`config.mk`:
```
export PLATFORM = sky130hd
export DESIGN_NAME = regfile_write_arbiter
export DESIGN_NICKNAME = d
export VERILOG_FILES = /design/src/rtl/regfile_write_arbiter.sv
export SDC_FILE = /design/constraint.sdc
export NUM_CORES = 1
export LEC_CHECK = 0
export CAP_MARGIN = 20
export CORE_MARGIN = 10
export CORE_UTILIZATION = 28
export DETAILED_ROUTE_END_ITERATION = 16
export PLACE_DENSITY = 0.61
export REMOVE_ABC_BUFFERS = 1
export SETUP_SLACK_MARGIN = 0.15
export SYNTH_ARGS = -nofsm -noshare
export SYNTH_HDL_FRONTEND = slang
export SYNTH_SLANG_ARGS = --single-unit
```
`constraint.sdc`:
```
create_clock -name clk -period 5 [get_ports clk]
set_input_delay 1 -clock clk [delete_from_list [all_inputs] [get_ports clk]]
set_output_delay 1 -clock clk [all_outputs]
set_load 0.01 [all_outputs]
```
`src/rtl/regfile_write_arbiter.sv`:
```
`default_nettype none
// ============================================================================
// Module   : regfile_write_arbiter
// Brief    : Round-robin share of the register-file write port between the ALU
//            and the multi-cycle unit, plus a pending-write hazard scoreboard.
// Revision : 1.0 - initial release
// ============================================================================

module regfile_write_arbiter #(
   parameter int NREQ = 2
) (
   input  logic        clk,
   input  logic        rst_n,

   input  logic        wb0_valid,
   input  logic [4:0]  wb0_reg,
   input  logic [31:0] wb0_data,
   output logic        wb0_ready,

   input  logic        wb1_valid,
   input  logic [4:0]  wb1_reg,
   input  logic [31:0] wb1_data,
   output logic        wb1_ready,

   input  logic        reserve_en,
   input  logic [4:0]  reserve_reg,
   input  logic [4:0]  chk_reg1,
   input  logic [4:0]  chk_reg2,
   output logic        hazard1,
   output logic        hazard2,

   output logic        RegWrite,
   output logic [4:0]  WriteReg,
   output logic [31:0] WriteData
);

   localparam int                c_RR_W    = (NREQ > 1) ? $clog2(NREQ) : 1;
   localparam int                c_NREGS   = 32;
   localparam logic [c_NREGS-1:0] c_R0_MASK = c_NREGS'(1);

   logic [c_RR_W-1:0]  r_rr;
   logic               r_regwrite;
   logic [4:0]         r_writereg;
   logic [31:0]        r_writedata;
   logic [c_NREGS-1:0] r_pending;

   logic               w_grant0;
   logic               w_grant1;
   logic               w_grant;
   logic [4:0]         w_gnt_reg;
   logic [31:0]        w_gnt_data;
   logic [c_NREGS-1:0] w_set;
   logic [c_NREGS-1:0] w_clr;

   // Grant depends only on the valids and the pointer, never on reg/data.
   assign w_grant0   = wb0_valid & (~wb1_valid | (r_rr == c_RR_W'(0)));
   assign w_grant1   = wb1_valid & ~w_grant0;
   assign w_grant    = w_grant0 | w_grant1;
   assign w_gnt_reg  = w_grant1 ? wb1_reg  : wb0_reg;
   assign w_gnt_data = w_grant1 ? wb1_data : wb0_data;

   assign wb0_ready  = w_grant0;
   assign wb1_ready  = w_grant1;

   always_ff @(posedge clk) begin
      if (!rst_n) begin
         r_rr        <= '0;
         r_regwrite  <= 1'b0;
         r_writereg  <= '0;
         r_writedata <= '0;
      end else begin
         r_regwrite <= w_grant & (w_gnt_reg != 5'd0);
         if (w_grant) begin
            r_rr        <= w_grant0 ? c_RR_W'(1) : c_RR_W'(0);
            r_writereg  <= w_gnt_reg;
            r_writedata <= w_gnt_data;
         end
      end
   end

   always_comb begin
      w_set = '0;
      w_clr = '0;
      if (reserve_en) begin
         w_set[reserve_reg] = 1'b1;
      end
      if (r_regwrite) begin
         w_clr[r_writereg] = 1'b1;
      end
   end

   // Set is applied after clear so a re-reservation of the register being
   // retired keeps it pending; r0 is masked off and never reports a hazard.
   always_ff @(posedge clk) begin
      if (!rst_n) begin
         r_pending <= '0;
      end else begin
         r_pending <= ((r_pending & ~w_clr) | w_set) & ~c_R0_MASK;
      end
   end

   assign hazard1   = r_pending[chk_reg1];
   assign hazard2   = r_pending[chk_reg2];

   assign RegWrite  = r_regwrite;
   assign WriteReg  = r_writereg;
   assign WriteData = r_writedata;

endmodule

`default_nettype wire

```
==> results of run 1 <==
cells by family after synthesis:
kind of cell	synth area share, %
AND/OR/NAND/NOR	17.2
multiplexers	19.5
AO/OA/AOI/OAI	20.1
buffers and inverters	3.41
flip-flops	39.8
power by group through the flow:
stage               logic (mW)  registers, mW  clock network [mW]
floorplan               0.0888          0.627                   0
global placement         0.273          0.620                   0
finish                   0.272          0.609               0.648
global route             0.296          0.613               0.686
CTS                      0.275          0.609               0.660
detailed placement       0.274          0.621                   0
tightest hold or removal path, cell delays in order (launching register included):
cell     delay (ps)
dfxtp_1         320
nand2_1          40
o21ai_0          50
synth_stat cells (3+ instances only):
cell | count | area share, %
nand2_1 | 76 | 8.1
nor3_1 | 3 | 0.43
a22oi_1 | 4 | 0.85
o21ai_0 | 63 | 9.0
mux2i_1 | 55 | 16
a21oi_1 | 6 | 0.85
buf_2 | 12 | 1.7
nor2b_1 | 4 | 0.71
nand3b_1 | 5 | 1.1
nor3b_1 | 4 | 0.85
nor2_1 | 10 | 1.1
o21ai_1 | 6 | 0.85
a21boi_0 | 33 | 7.0
nand3_1 | 10 | 1.4
inv_1 | 3 | 0.32
mux4_2 | 6 | 3.8
clkbuf_1 | 13 | 1.4
dfxtp_1 | 70 | 40
nand2b_1 | 6 | 1.1
per-layer routing:
metal | wire [um] | up-vias
li1 | - | 1696
met1 | 4860 | 1539
met5 | 13 | -
met2 | 4870 | 173
met4 | 165 | 2
met3 | 1960 | 19
final cells by class:
class                      count  area (sq um)
sequential                    70          1400
inverter                       3          11.3
timing repair buffer         139          1380
fill                        1193          6840
clock buffer                  13           260
tap                          168           210
multi-input combinational    309          2010
clock inverter                 3          42.5
per-stage QoR:
stage | power [mW] | hold WS (ps) | setup WS, ps
final | 1.53 | 450 | 846
after global routing | 1.59 | 473 | 720
after CTS | 1.54 | 454 | 844
after detailed placement | 0.895 | 441 | 850
after global placement | 0.892 | 434 | 906
after floorplan | 0.716 | 461 | 1530
sequential cells by signal, summed over array words and instances (netlist names):
name	count
RegWrite	1
WriteData	32
WriteReg	5
r_pending	31
r_rr	1
how the worst max path moves through the flow:
stage	start	end	slack, ps	depth (start not counted)
2_1_floorplan	wb0_valid	wb1_ready	1530	3
3_3_place_gp	chk_reg2[0]	hazard2	910	6
3_5_place_dp	chk_reg2[0]	hazard2	850	6
4_1_cts	chk_reg2[0]	hazard2	840	6
5_1_grt	chk_reg1[0]	hazard1	720	6
6_report	chk_reg2[0]	hazard2	850	6
==> impl_metrics.ini, run 1 <==
[run_status]
status = finished clean

[synthesis]
synth-edff-count = 0
synth.avg_cell_area_sq_um = 8.65
yosys_warnings = 0
ys_types = 30
netlist_instances = 407
async_reset_ff_share_pct = 0
ys.flop_type = dfxtp_1
synth-seq-area-share_pct = 39.8
synth_area_sq_mm = 0.00352
synth-seq-cells = 70

[worst_setup_path]
worst_ep_required_time_ps = 4000
start_kind = primary input
crit_path_frequent_cell = clkdlybuf4s50_1
crit_slowest_cell = clkdlybuf4s50_1
cpLargestDelayFamily = buffers and inverters
arrival_ps = 3150
crit_fanout = 7
r2r_cells = 5
end_kind = primary output
critPathKind = primary input to primary output
r2r-end = WriteData[17]
max_stage_delay_ps = 670
path_cells = clkdlybuf4s50_1 > mux4_2 > nand2b_1 > o211ai_1 > nand4_1 > clkdlybuf4s50_1
crit_buf_inv = 2
r2r_start = r_rr
rrSetupSlack_ps = 3360

[sta]
fmax_ghz = 0.241
tightestPinTransition_ps = 1010
setup-tns-final_ps = 0
skew_ps = 5.33
rsz0062_at_grt = no
fin_crit_ps = 4150
hold_viol_final = 0
period_share_pct = 83.1
finalSetupViolations = 0
slew_violations = 0
slew_headroom_pct = 32.4

[cts]
cts_tree = yes
clock_path_buffers = 2
hold_buffers = 0
cts_buffers = 9
clk_pin_slew_ps = 50
cts.sinks = 70
root_buffer = clkbuf_16
h-tree-depth = 3
post_cts_buffers = 0
cts_resized = 0
clk_latency_ps = 330

[pwr]
pwr-share-clk_pct = 42.4
netSwitchingPower_mw = 0.372
leakagePower_nw = 2.02
p_sw_share_pct = 24.3
vdd_ir_drop_max_v = 0.000149
powerDensity_mw_per_mm2 = 287
seqPwrFrac_pct = 39.9
pwr-share-comb_pct = 17.8
p_int_mw = 1.16

[global_routing]
grt-ovfl-total = 0
grt_pass1_wl_um = 18800
grt_antenna_before_repair = 1
use_met1_pct = 15.3
busiest_layer = met2
grt_max_degree = 40
grt_use_total_pct = 13.3
grt_pass1_vias = 3614
grt_use_met3_pct = 9.11
grt_use_met2_pct = 19.0

[floorplanning]
rows = 40
num_io_pins = 136
fp.dieH_um = 132
start_util_pct = 29.0
die-area_sq_mm = 0.0175
dieWidth_um = 132
core_area_sq_mm = 0.0122

[final_layout]
n_antenna_cell = 0
stdcell_count = 705
final_nets = 626
fin_util_pct = 43.7
drive_gt1_share_pct = 5.40
final_common_cell = clkdlybuf4s50_1
synthToLayoutAreaGrowth_pct = 51.1
most-common-layout-cells = 135 x clkdlybuf4s50_1, 75 x nand2_1, 70 x dfxtp_1, 63 x o21ai_0, 55 x mux2i_1
stdcell_area_sq_mm = 0.00532

[min_path]
min_path_cells = 2
hp-class = flip-flop to flip-flop
hold_path_startpoint = WriteData[7]
hold-path-endpoint = WriteData[7]

[placement]
portBuffers = 135
place_area_sq_mm = 0.00502
gp_congestion = 0.811
dp_cells = 689
dpl.hpwl_um = 9380

[detailed_routing]
routed_via_density = 4.86
wirelength_um = 11900
ant_nets = 0
wire_per_inst_um = 16.8
first_pass_iters = 4
vias = 3429
drc = 0
drt_iter0_drc = 169

[flow_run]
max_cap_violations = 0
No activity file was read; power rests on OpenSTA's default activity.
==> run 2: changes to the inputs <==
==> constraint.sdc (replaced) <==
create_clock -name clk -period 4.17 [get_ports clk]
set_input_delay 0.834 -clock clk [delete_from_list [all_inputs] [get_ports clk]]
set_output_delay 0.834 -clock clk [all_outputs]
set_load 0.01 [all_outputs]
==> impl_metrics.ini, run 2 (synthesized netlist as in run 1, its figures left out) <==
[pwr]
leakagePower_nw = 2.03
vdd_ir_drop_max_v = 0.000143
powerDensity_mw_per_mm2 = 351

[global_routing]
grt_antenna_before_repair = 0
grt-ovfl-total = 0
grt_pass1_wl_um = 19000
grt_use_total_pct = 13.4
grt_pass1_vias = 3578
grt_max_degree = 40

[cts]
post_cts_buffers = 0
clk_latency_ps = 330
cts_tree = yes
hold_buffers = 0
cts_resized = 0
clk_pin_slew_ps = 50
cts_buffers = 9
h-tree-depth = 3
cts.sinks = 70
clock_path_buffers = 2
root_buffer = clkbuf_16

[sta]
setup-tns-final_ps = 0
fmax_ghz = 0.265
skew_ps = 6.38
slew_violations = 0
whs_ps = 449
fin_crit_ps = 3780
finalSetupViolations = 0
period_share_pct = 90.6
slew_headroom_pct = 25.9
rsz0062_at_grt = no
hold_viol_final = 0
tightestPinTransition_ps = 1110

[worst_setup_path]
arrival_ps = 2940
r2r_start = r_rr
critPathKind = primary input to primary output
start_kind = primary input
rrSetupSlack_ps = 2560
worst_ep_required_time_ps = 3340
r2r-end = WriteData[26]
r2r_cells = 5
end_kind = primary output
crit_fanout = 7

[detailed_routing]
wirelength_um = 11900
wire_per_inst_um = 16.8
drc = 0
drt_iter0_drc = 178
vias = 3440
ant_nets = 0
routed_via_density = 4.87
first_pass_iters = 4

[placement]
gp_congestion = 0.811
dpl.hpwl_um = 9380
portBuffers = 135

[flow_run]
max_cap_violations = 0

[min_path]
min_path_cells = 2
hold_path_startpoint = WriteData[25]
hp-class = flip-flop to flip-flop
hold-path-endpoint = WriteData[25]

[floorplanning]
fp.dieH_um = 132
die-area_sq_mm = 0.0175
rows = 40
start_util_pct = 29.0
core_area_sq_mm = 0.0122
num_io_pins = 136
dieWidth_um = 132

[final_layout]
nFillCells = 1182
largest_reg_flops = 32
n_antenna_cell = 0
final_nets = 627
final_common_cell = clkdlybuf4s50_1
drive_gt1_share_pct = 5.58
synthToLayoutAreaGrowth_pct = 51.7
most-common-layout-cells = 135 x clkdlybuf4s50_1, 75 x nand2_1, 70 x dfxtp_1, 63 x o21ai_0, 55 x mux2i_1

[run_status]
status = finished clean
## run 2: cell count changes in the layout (fill, tap and decap cells not counted)
cell | previous run | this run
clkinvlp_4 | 1 | 0
clkbuf_8 | 2 | 1
buf_4 | 4 | 5
clkinv_2 | 1 | 2
bufinv_16 | 1 | 2
## run 2: cell type report
type	instances	area (sq um)	area share, %
well taps	168	210	3.94
clock buffers	12	246	4.62
repair buffers	140	1390	26.0
clock inverters	4	70.1	1.31
flip-flops and latches	70	1400	26.2
inverters	3	11.3	0.211
multi-input cells	309	2010	37.7
## run 2: worst max path at each step
stage | from | end | slack (ps) | cells after the start
6_report | chk_reg2[0] | hazard2 | 390 | 6
5_1_grt | chk_reg2[0] | hazard2 | 250 | 6
4_1_cts | chk_reg2[0] | hazard2 | 380 | 6
3_5_place_dp | chk_reg2[0] | hazard2 | 380 | 6
3_3_place_gp | chk_reg2[0] | hazard2 | 440 | 6
2_1_floorplan | wb0_valid | wb1_ready | 1030 | 3
## run 2: worst max-delay path, cell delays in order
cell and delay (ps):
clkdlybuf4s50_1 660, mux4_2 540, nand2b_1 160, o211ai_1 110
nand4_1 130, clkdlybuf4s50_1 510
## run 2: report_power, final
| part | internal (mW) | switching [mW] | leakage, nW | total (mW) |
|---|---|---|---|---|
| logic | 0.189 | 0.138 | 1.30 | 0.327 |
| clock network | 0.538 | 0.276 | 0.157 | 0.814 |
| registers | 0.704 | 0.0275 | 0.574 | 0.731 |
## run 2: routing by layer
| metal | vias to the layer above | routed length, um | global-route usage, % | share of wire (%) |
|---|---|---|---|---|
| met4 | 0 | 121 | 4.57 | 1.0 |
| met3 | 11 | 1610 | 7.74 | 14 |
| li1 | 1708 | - | - | - |
| met1 | 1559 | 5150 | 15.9 | 43 |
| met2 | 162 | 5020 | 19.7 | 42 |
| met5 | - | 0 | 0 | 0 |
## run 2: per-stage QoR
stage | setup WS (ps) | cell area, sq um | total power [mW] | util, % | cells
floorplan | 1030 | 3410 | 0.858 | - | 382
global placement | 439 | 5020 | 1.07 | 41.3 | 690
detailed placement | 378 | 5020 | 1.07 | 41.3 | 690
CTS | 375 | 5340 | 1.89 | 43.9 | 706
global route | 253 | 5340 | 1.94 | 43.9 | 706
finish | 394 | 5340 | 1.87 | 43.9 | 706
==> run 3: changes to the inputs <==
--- a/config.mk
+++ b/config.mk
@@ -5,6 +5,7 @@
 export SDC_FILE = /design/constraint.sdc
 export NUM_CORES = 1
 export LEC_CHECK = 0
+export ABC_AREA = 1
 export CAP_MARGIN = 20
 export CORE_MARGIN = 10
 export CORE_UTILIZATION = 28
==> impl_metrics.ini, run 3 <==
[run_status]
status = finished clean

[min_path]
hp-class = flip-flop to flip-flop

[floorplanning]
dieWidth_um = 132
fp.dieH_um = 132
num_io_pins = 136
rows = 40
start_util_pct = 29.0
core_area_sq_mm = 0.0122
die-area_sq_mm = 0.0175

[final_layout]
drive_gt1_share_pct = 4.95
synthToLayoutAreaGrowth_pct = 50.5
n_antenna_cell = 0
largest_reg_flops = 32
final_nets = 755
final_common_cell = clkdlybuf4s50_1
nFillCells = 1283
most-common-layout-cells = 135 x clkdlybuf4s50_1, 121 x nand2_1, 95 x nand3_1, 70 x dfxtp_1, 67 x o21ai_0

[synthesis]
async_reset_ff_share_pct = 0
synth_area_leaders = dfxtp_1 40%, nand3_1 13%, nand2_1 13%, o21ai_0 9.5%, o21ai_1 4.7%
yosysMostFrequentCell = nand2_1
ys.flop_type = dfxtp_1
synth-seq-area-share_pct = 39.6
synth_commonest_cells = 121 x nand2_1, 95 x nand3_1, 70 x dfxtp_1
synth_top_area_share_pct = 39.6
synth_area_sq_mm = 0.00354
netlist_instances = 536
synth-edff-count = 0
yosys.area.top_type = dfxtp_1
yosys_warnings = 0
synth-seq-cells = 70
synth.avg_cell_area_sq_um = 6.60
ys_types = 24

[cts]
clock_path_buffers = 2
hold_buffers = 0
post_cts_buffers = 0
clk_latency_ps = 330
clk_pin_slew_ps = 50
root_buffer = clkbuf_16
cts_tree = yes
cts_resized = 0
cts.sinks = 70
cts_buffers = 9
h-tree-depth = 3

[detailed_routing]
drc = 0
drt_iter0_drc = 286
vias = 4189
wire_per_inst_um = 17.4
ant_nets = 0
wirelength_um = 14500
first_pass_iters = 5
routed_via_density = 5.02

[global_routing]
grt-ovfl-total = 0
grt_pass1_wl_um = 22600
grt_antenna_before_repair = 0
grt_pass1_vias = 4133
grt_max_degree = 41
grt_use_total_pct = 15.9

[placement]
gp_congestion = 0.910
dpl.hpwl_um = 11100
portBuffers = 135

[sta]
slew_headroom_pct = 39.8
setup-tns-final_ps = 0
fmax_ghz = 0.274
rsz0062_at_grt = no
tightestPinTransition_ps = 897
hold_viol_final = 0
slew_violations = 0
period_share_pct = 87.4
fin_crit_ps = 3650
skew_ps = 4.84
finalSetupViolations = 0

[worst_setup_path]
worst_ep_required_time_ps = 3340
start_kind = primary input
crit_fanout = 9
end_kind = primary output
critPathKind = primary input to primary output
arrival_ps = 2810

[flow_run]
max_cap_violations = 0

[pwr]
p_total_mw = 1.90
powerDensity_mw_per_mm2 = 358
leakagePower_nw = 1.98
vdd_ir_drop_max_v = 0.000205
run 3: kinds of logic (layout without fill, tap and decap cells):
family / count (synthesis) / count (layout) / share of synthesized area, %
and+or+nand+nor: 268 / 268 / 33.0
buffers and inverters: 61 / 191 / 7.57
AOI/OAI and AO/OA: 137 / 137 / 19.8
DFF: 70 / 70 / 39.6
run 3: power by group:
group,leakage [nW],total (mW),internal [mW],switching [mW]
logic,1.25,0.355,0.181,0.175
registers,0.575,0.731,0.706,0.0255
clock network,0.157,0.817,0.538,0.279
total,1.98,1.90,1.42,0.479
run 3: critical path: stages:
cell and delay [ps]:
clkdlybuf4s50_1 700, inv_1 240, nand3_1 140, nand3_1 80
nand2_1 80, nand2_1 50, nand2_1 60, nand2_1 50
nand2_1 50, clkdlybuf4s50_1 530
run 3: metal layers:
metal / track usage, % / routed length, um / share of wire [%] / vias up
met5: 0 / 0 / 0 / -
met4: 6.05 / 383 / 2.6 / 0
met1: 17.9 / 5870 / 40 / 1906
li1: - / - / - / 2059
met3: 9.60 / 2040 / 14 / 34
met2: 24.1 / 6240 / 43 / 190
run 3: area by class of cell:
cell class	count	area [sq um]	area share, %
multi-input cells	405	1870	35.1
repair buffers	142	1400	26.4
flip-flops and latches	70	1400	26.3
clock buffers	12	246	4.63
well taps	168	210	3.95
inverters	33	124	2.33
clock inverters	4	70.1	1.32
run 3: through the flow:
step           setup slack [ps]  cell area (sq um)  util [%]  hold WS (ps)  std cells
2_1_floorplan              1710               3390         -           441        508
3_3_place_gp                579               5010      41.0           452        818
3_5_place_dp                557               5010      41.0           462        818
4_1_cts                     552               5320      43.6           471        834
5_1_grt                     413               5320      43.6           488        834
6_report                    524               5320      43.6           473        834
run 3: path summary, 6_finish.rpt:
path | start | end | slack (ps) | cells after the start
max | chk_reg2[1] | hazard2 | 520 | 10
min | r_rr | r_rr | 470 | 2
max reg2reg | r_rr | RegWrite | 2720 | 9
min reg2reg | r_rr | r_rr | 470 | 2
